## src/rtl/bus_arb_pkg.sv

```systemverilog
`default_nettype none
// ============================================================================
// bus_arb_pkg : shared constants and state encoding for the bus arbiter
// Revision    : 1.0
// ============================================================================
package bus_arb_pkg;
   localparam int NUM_REQ = 8;
   localparam int SEL_W   = 3;
   localparam int HOLD_W  = 4;

   typedef enum logic [1:0] {
      IDLE  = 2'd0,
      GRANT = 2'd1,
      PARK  = 2'd2
   } arb_state_e;
endpackage
`default_nettype wire

```

## src/rtl/bus_source_arbiter_if.sv

```systemverilog
`default_nettype none
// ============================================================================
// bus_source_arbiter_if : request/grant bundle between control logic and arbiter
// Revision              : 1.0
// ============================================================================
interface bus_source_arbiter_if;
   import bus_arb_pkg::*;

   logic [NUM_REQ-1:0] request;
   logic [SEL_W-1:0]   selectValue;
   logic [NUM_REQ-1:0] grant;
   logic               busValid;
   logic [HOLD_W-1:0]  holdCount;

   modport master (
      input  request,
      output selectValue, grant, busValid, holdCount
   );

   modport slave (
      output request,
      input  selectValue, grant, busValid, holdCount
   );
endinterface
`default_nettype wire

```

## src/rtl/rr_priority_pick.sv

```systemverilog
`default_nettype none
// ============================================================================
// rr_priority_pick : combinational round-robin winner search (rotate/ffs/unrotate)
// Revision         : 1.0
// ============================================================================
module rr_priority_pick
   import bus_arb_pkg::*;
(
   input  logic [NUM_REQ-1:0] request_i,
   input  logic [SEL_W-1:0]   ptr_i,
   output logic [SEL_W-1:0]   winner_o,
   output logic               found_o
);
   logic [2*NUM_REQ-1:0] w_dbl;
   logic [NUM_REQ-1:0]   w_rot;
   logic [SEL_W-1:0]     w_off;

   // Bit 0 of the rotated vector corresponds to the requester at ptr_i.
   assign w_dbl = {request_i, request_i} >> ptr_i;
   assign w_rot = w_dbl[NUM_REQ-1:0];

   always_comb begin
      w_off   = '0;
      found_o = 1'b0;
      for (int i = NUM_REQ - 1; i >= 0; i--) begin
         if (w_rot[i]) begin
            w_off   = SEL_W'(i);
            found_o = 1'b1;
         end
      end
   end

   // NUM_REQ is a power of two, so the natural wrap of the sum is the modulo.
   assign winner_o = w_off + ptr_i;
endmodule
`default_nettype wire

```

## src/rtl/bus_source_arbiter.sv

```systemverilog
`default_nettype none
// ============================================================================
// bus_source_arbiter : round-robin owner of the 16-bit register bus (R0..R7)
// Revision           : 1.0
// ============================================================================
module bus_source_arbiter
   import bus_arb_pkg::*;
#(
   parameter int MAX_HOLD = 4
)
(
   input  logic               clock,
   input  logic               reset,
   bus_source_arbiter_if.master bus
);
   localparam logic [HOLD_W-1:0] MAX_HOLD_C = HOLD_W'(MAX_HOLD);

   arb_state_e         state_q,  state_d;
   logic [NUM_REQ-1:0] grant_q,  grant_d;
   logic [SEL_W-1:0]   sel_q,    sel_d;
   logic [HOLD_W-1:0]  hold_q,   hold_d;
   logic [SEL_W-1:0]   ptr_q,    ptr_d;
   logic               valid_q,  valid_d;

   logic [SEL_W-1:0]   w_winner;
   logic               w_found;

   rr_priority_pick u_pick (
      .request_i (bus.request),
      .ptr_i     (ptr_q),
      .winner_o  (w_winner),
      .found_o   (w_found)
   );

   always_ff @(posedge clock) begin
      if (reset) begin
         state_q <= IDLE;
         grant_q <= '0;
         sel_q   <= '0;
         hold_q  <= '0;
         ptr_q   <= '0;
         valid_q <= 1'b0;
      end else begin
         state_q <= state_d;
         grant_q <= grant_d;
         sel_q   <= sel_d;
         hold_q  <= hold_d;
         ptr_q   <= ptr_d;
         valid_q <= valid_d;
      end
   end

   always_comb begin
      state_d = state_q;
      grant_d = grant_q;
      sel_d   = sel_q;
      hold_d  = hold_q;
      ptr_d   = ptr_q;
      valid_d = valid_q;
      unique case (state_q)
         IDLE: begin
            if (w_found) begin
               state_d = GRANT;
               grant_d = NUM_REQ'(1) << w_winner;
               sel_d   = w_winner;
               hold_d  = HOLD_W'(1);
               valid_d = 1'b1;
            end
         end
         GRANT: begin
            if (bus.request[sel_q] && (hold_q < MAX_HOLD_C)) begin
               hold_d = hold_q + HOLD_W'(1);
            end else begin
               // Pointer moves past the releasing owner; selectValue is kept.
               state_d = PARK;
               grant_d = '0;
               hold_d  = '0;
               valid_d = 1'b0;
               ptr_d   = sel_q + SEL_W'(1);
            end
         end
         PARK: begin
            state_d = IDLE;
         end
         default: begin
            state_d = IDLE;
         end
      endcase
   end

   assign bus.grant       = grant_q;
   assign bus.selectValue = sel_q;
   assign bus.holdCount   = hold_q;
   assign bus.busValid    = valid_q;
endmodule
`default_nettype wire

```

## src/flat_wrapper.sv

```systemverilog
// flat-port wrapper written by rule: the top's interface ports become plain ports
module bus_source_arbiter_flat import bus_arb_pkg::*;
#(
   parameter int MAX_HOLD = 4
)
  (clock, reset, bus_request, bus_selectValue, bus_grant, bus_busValid, bus_holdCount);
  bus_source_arbiter_if bus_i ();
  input  logic clock;
  input  logic reset;
  input wire logic [$bits(bus_i.request)-1:0] bus_request;
  output wire logic [$bits(bus_i.selectValue)-1:0] bus_selectValue;
  output wire logic [$bits(bus_i.grant)-1:0] bus_grant;
  output wire logic [$bits(bus_i.busValid)-1:0] bus_busValid;
  output wire logic [$bits(bus_i.holdCount)-1:0] bus_holdCount;
  assign bus_i.request = bus_request;
  assign bus_selectValue = bus_i.selectValue;
  assign bus_grant = bus_i.grant;
  assign bus_busValid = bus_i.busValid;
  assign bus_holdCount = bus_i.holdCount;
  bus_source_arbiter #(.MAX_HOLD(MAX_HOLD)) u_core (.clock(clock), .reset(reset), .bus(bus_i));
endmodule
```

## config.mk

```make
export PLATFORM = sky130hd
export DESIGN_NAME = bus_source_arbiter_flat
export DESIGN_NICKNAME = d
export VERILOG_FILES = /design/src/rtl/bus_arb_pkg.sv /design/src/rtl/bus_source_arbiter_if.sv /design/src/rtl/rr_priority_pick.sv /design/src/rtl/bus_source_arbiter.sv /design/src/flat_wrapper.sv
export SDC_FILE = /design/constraint.sdc
export NUM_CORES = 1
export LEC_CHECK = 0
export CORE_MARGIN = 4
export CORE_UTILIZATION = 45
export CTS_CLUSTER_SIZE = 20
export DETAILED_ROUTE_END_ITERATION = 8
export GPL_TIMING_DRIVEN = 0
export PLACE_DENSITY_LB_ADDON = 0.12
export SYNTH_ARGS = -nofsm -noshare
export SYNTH_HDL_FRONTEND = slang
export SYNTH_SLANG_ARGS = --single-unit
export TNS_END_PERCENT = 30
```

## constraint.sdc

```tcl
create_clock -name clock -period 7.58 [get_ports clock]
set_input_delay 1.516 -clock clock [delete_from_list [all_inputs] [get_ports clock]]
set_output_delay 1.516 -clock clock [all_outputs]
set_load 0.005 [all_outputs]
```

==> flow_summary.html <==
<table>
<tr><th>Metric</th><th>Value</th></tr>
<tr><th colspan="2">Clocking</th></tr>
<tr><td>Clk buf depth</td><td>2</td></tr>
<tr><td>Count of instances resized after the clock tree is built</td><td>0</td></tr>
<tr><td>Clock insertion delay at the later pin of the skew report</td><td>0.31 ns</td></tr>
<tr><td>Cts bufs inserted</td><td>3</td></tr>
<tr><td>Clock tree from TritonCTS</td><td>yes</td></tr>
<tr><td>Num Clock Sinks</td><td>21</td></tr>
<tr><td>Root buffer cell</td><td>sky130_fd_sc_hd__clkbuf_4</td></tr>
<tr><td>Clock input transition at the sequential cells of the worst setup and hold paths</td><td>0.11 ns</td></tr>
<tr><td>Hold-fix buffers at CTS</td><td>0</td></tr>
<tr><td>Setup Fix Bufs, Post-CTS</td><td>0</td></tr>
<tr><td>H-tree level count</td><td>1</td></tr>
<tr><th colspan="2">Worst setup path</th></tr>
<tr><td>Crit end category</td><td>register</td></tr>
<tr><td>Launch instance of the worst register-to-register path</td><td>u_core.ptr_q[1]</td></tr>
<tr><td>Capture instance of the worst register-to-register path</td><td>u_core.bus.grant[5]</td></tr>
<tr><td>Depth of the most critical reg-to-reg path</td><td>13</td></tr>
<tr><td>WP data arrival</td><td>4.84 ns</td></tr>
<tr><td>Flop2flop setup slack</td><td>3.67 ns</td></tr>
<tr><td>Critical path data required time</td><td>7.79 ns</td></tr>
<tr><td>Highest fanout seen on the critical path</td><td>8</td></tr>
<tr><td>CP Launch Type</td><td>input pin</td></tr>
<tr><td>Worst setup path category</td><td>in -&gt; reg</td></tr>
<tr><th colspan="2">Global route</th></tr>
<tr><td>First-pass GRT wire length</td><td>6762 microns</td></tr>
<tr><td>Total global-route track usage</td><td>19.24%</td></tr>
<tr><td>Initial antenna violation count</td><td>0</td></tr>
<tr><td>Overall overflow remaining after global route</td><td>0</td></tr>
<tr><td>Largest net degree at the start of global routing</td><td>13</td></tr>
<tr><td>Number of global-route vias before repair</td><td>1515</td></tr>
<tr><th colspan="2">Pwr</th></tr>
<tr><td>Tot Pwr</td><td>0.6078 mW</td></tr>
<tr><td>P_leak</td><td>0.6041 nW</td></tr>
<tr><td>Peak supply drop</td><td>0.1634 mV</td></tr>
<tr><td>PwrDens</td><td>338.5 nW/um^2</td></tr>
<tr><th colspan="2">Yosys</th></tr>
<tr><td>Synth Net Count</td><td>198</td></tr>
<tr><td>Flops &amp; latches, synth</td><td>21</td></tr>
<tr><td>Share of Yosys cell area claimed by the top area cell type</td><td>27.61%</td></tr>
<tr><td>Sequential-to-total area share from yosys stat</td><td>27.61%</td></tr>
<tr><td>Number of enable flip-flop cells after synthesis</td><td>0</td></tr>
<tr><td>Most common flop cell mapped by yosys</td><td>sky130_fd_sc_hd__dfxtp_1</td></tr>
<tr><td>Post-synthesis cell type with the largest combined area</td><td>sky130_fd_sc_hd__dfxtp_1</td></tr>
<tr><td>Mean instance size in the synthesized netlist</td><td>8.276 sq um</td></tr>
<tr><td>Cell area after synthesis</td><td>1523 sq um</td></tr>
<tr><td>Number of warning messages in the yosys log</td><td>0</td></tr>
<tr><td>Number of instances in the synthesized netlist</td><td>184</td></tr>
<tr><td>Area contributors post-synth</td><td>sky130_fd_sc_hd__dfxtp_1 (28%), sky130_fd_sc_hd__nor3_1 (6.9%), sky130_fd_sc_hd__mux2i_1 (5.3%)</td></tr>
<tr><td>Synth cell types</td><td>52</td></tr>
<tr><td>Commonest cells in the netlist</td><td>sky130_fd_sc_hd__dfxtp_1 (21), sky130_fd_sc_hd__nor3_1 (21), sky130_fd_sc_hd__nor2_1 (16)</td></tr>
<tr><td>Async S/R FF share, synth</td><td>0%</td></tr>
<tr><th colspan="2">Run status</th></tr>
<tr><td>Result of the run</td><td>finished clean</td></tr>
<tr><th colspan="2">Finish</th></tr>
<tr><td>Share of layout cells above drive strength 1</td><td>10.63%</td></tr>
<tr><td>Count of fill cells added during filler insertion</td><td>313</td></tr>
<tr><td>Ant. Diodes</td><td>0</td></tr>
<tr><td>Non-Filler Instances</td><td>251</td></tr>
<tr><td># nets final</td><td>222</td></tr>
<tr><td>Post-synthesis to final-layout area growth</td><td>17.91%</td></tr>
<tr><td>Final Cell Area</td><td>1795 sq um</td></tr>
<tr><th colspan="2">Timing</th></tr>
<tr><td>Max-slew violation count</td><td>0</td></tr>
<tr><td>Peak clock frequency supported by timing</td><td>216.2 MHz</td></tr>
<tr><td>Final critical-path required period</td><td>4.625 ns</td></tr>
<tr><td>Unrepaired setup endpoints after global routing</td><td>no</td></tr>
<tr><td>Clock Skew</td><td>0.003859 ns</td></tr>
<tr><td>Worst hold slack</td><td>0.4737 ns</td></tr>
<tr><td>Final cycle utilization of the critical path</td><td>61.01%</td></tr>
<tr><td>Tightest slew margin relative to the limit</td><td>65.63%</td></tr>
<tr><td>Post-route setup TNS</td><td>0 ns</td></tr>
<tr><td>Final Hold Vio Count</td><td>0</td></tr>
<tr><td>Worst Tran Pin Value</td><td>0.5155 ns</td></tr>
<tr><td>Final setup fails</td><td>0</td></tr>
<tr><th colspan="2">Floorplan</th></tr>
<tr><td>IO Pins</td><td>26</td></tr>
<tr><td>DIE HEIGHT</td><td>66.17 microns</td></tr>
<tr><td>Row count</td><td>20</td></tr>
<tr><td>Area enclosed by the die boundary</td><td>4378 sq um</td></tr>
<tr><td>Core area</td><td>3153 sq um</td></tr>
<tr><td>Effective utilization at floorplan</td><td>48.29%</td></tr>
<tr><td>Width of the die</td><td>66.17 microns</td></tr>
<tr><th colspan="2">Hold path</th></tr>
<tr><td>Min-delay src</td><td>u_core.bus.grant[2]</td></tr>
<tr><td>Worst Hold End</td><td>u_core.bus.grant[2]</td></tr>
<tr><td>Depth of the worst hold-timing path</td><td>1</td></tr>
<tr><td>Worst min-delay path category</td><td>reg -&gt; reg</td></tr>
<tr><th colspan="2">Job</th></tr>
<tr><td>Number of max-cap violations</td><td>0</td></tr>
<tr><th colspan="2">Route</th></tr>
<tr><td>Number of design rule violations left after detail routing</td><td>0</td></tr>
<tr><td>1st-pass router iterations</td><td>4</td></tr>
<tr><td>Detail Route Antenna Nets</td><td>0</td></tr>
<tr><td>Via density per instance</td><td>5.908</td></tr>
<tr><td>Count of vias placed by the detailed router</td><td>1483</td></tr>
<tr><td>Average detailed-routed wire length per instance</td><td>15.73 microns</td></tr>
<tr><td>Routed wire length</td><td>3947 microns</td></tr>
<tr><td>Initial DRC count</td><td>145</td></tr>
<tr><th colspan="2">Placed design</th></tr>
<tr><td>IO buf count</td><td>19</td></tr>
<tr><td>Post-place instance area</td><td>1768 sq um</td></tr>
<tr><td>Placed Cells incl. Taps</td><td>247</td></tr>
<tr><td>Half-perimeter wire length after placement</td><td>3011 microns</td></tr>
<tr><td>Routability congestion estimate from global placement</td><td>0.8674</td></tr>
</table>
[cell families (layout without fill, tap and decap cells)]
family	count (synthesis)	in the layout	synth area share, %
DFF	21	21	27.61
adders and majority gates	4	4	3.780
buffers and inverters	19	42	5.341
muxes	11	11	8.217
and+or+nand+nor	86	86	32.21
AOI/OAI and AO/OA	39	39	20.05
xor gates and xnor gates	4	4	2.794
[layout make-up]
| cell class | instances | area [sq um] | share of cell area, % |
|---|---|---|---|
| Buffer | 14 | 62.56 | 3.484 |
| Clock buffer | 3 | 22.52 | 1.254 |
| Clock inverter | 1 | 5.005 | 0.2787 |
| Inverter | 5 | 18.77 | 1.045 |
| Multi-Input combinational cell | 144 | 1021 | 56.86 |
| Sequential cell | 21 | 420.4 | 23.41 |
| Tap cell | 44 | 55.05 | 3.066 |
| Timing Repair Buffer | 19 | 190.2 | 10.59 |
[state kept, by name, summed over array words and instances, names as in the netlist]
register / cells
u_core.bus.grant: 8
u_core.bus.selectValue: 3
u_core.ptr_q: 3
u_core.state_q: 2
u_core.bus.busValid: 1
u_core.bus.holdCount: 4
[layer usage]
metal	vias up	GRT usage, %	part of all wire, %
li1	728	-	-
met1	707	25.39	48
met2	44	31.97	47
met3	4	1.531	4.2
met4	0	8.122	0.91
met5	-	0	0
[through the flow]
stage	utilization [%]	worst slack, ns
after CTS	56.94	2.935
after global placement	56.07	2.715
after detailed placement	56.07	2.615
after global routing	56.94	2.792
after floorplan	-	3.362
final	56.94	2.955
[worst max-delay path, stage by stage]
cell                              delay [ns]
sky130_fd_sc_hd__clkdlybuf4s50_1        0.65
sky130_fd_sc_hd__and3b_1                0.21
sky130_fd_sc_hd__a2111oi_0              0.06
sky130_fd_sc_hd__o32ai_1                0.27
sky130_fd_sc_hd__nand3_1                0.15
sky130_fd_sc_hd__a32o_1                 0.29
sky130_fd_sc_hd__a21oi_1                0.17
sky130_fd_sc_hd__ha_1                   0.17
sky130_fd_sc_hd__inv_1                  0.05
sky130_fd_sc_hd__fa_1                   0.43
sky130_fd_sc_hd__xnor2_1                0.33
sky130_fd_sc_hd__xor2_2                 0.31
sky130_fd_sc_hd__a2bb2o_4               0.24
[placed cells by master, fill, tap and decap left out, types with 3 or more instances in the layout]
cell type	Yosys	layout
sky130_fd_sc_hd__a21oi_1	6	6
sky130_fd_sc_hd__inv_1	5	5
sky130_fd_sc_hd__mux2i_1	8	8
sky130_fd_sc_hd__nor2_1	16	16
sky130_fd_sc_hd__clkbuf_1	9	9
sky130_fd_sc_hd__o2bb2ai_1	7	7
sky130_fd_sc_hd__nand2b_1	7	7
sky130_fd_sc_hd__nor3b_1	5	5
sky130_fd_sc_hd__nand2_1	13	13
sky130_fd_sc_hd__dfxtp_1	21	21
sky130_fd_sc_hd__nor3b_2	5	5
sky130_fd_sc_hd__nor3_1	21	21
sky130_fd_sc_hd__a211oi_1	3	3
sky130_fd_sc_hd__clkdlybuf4s50_1	0	19
sky130_fd_sc_hd__clkbuf_4	0	3
sky130_fd_sc_hd__ha_1	3	3
sky130_fd_sc_hd__nor4_1	7	7
sky130_fd_sc_hd__o21ai_0	5	5
[power breakdown]
group | leakage (nW) | internal (mW) | switching (mW)
Clock | 0.0177 | 0.0197 | 0.0347
Sequential | 0.172 | 0.141 | 0.0293
Combinational | 0.415 | 0.178 | 0.206
Total | 0.604 | 0.338 | 0.270
[how the worst max path moves through the flow]
stage                         startpoint                  end  slack, ns  cells after the start
after floorplan           bus_request[1]  u_core.bus.grant[5]       3.36                     12
after global placement    bus_request[2]  u_core.bus.grant[5]       2.71                     13
after detailed placement  bus_request[2]  u_core.bus.grant[5]       2.61                     13
after CTS                 bus_request[2]  u_core.bus.grant[5]       2.93                     13
after global routing      bus_request[2]  u_core.bus.grant[5]       2.79                     13
final                     bus_request[2]  u_core.bus.grant[5]       2.96                     13
Note: power is estimated with default switching activity, not from simulation.
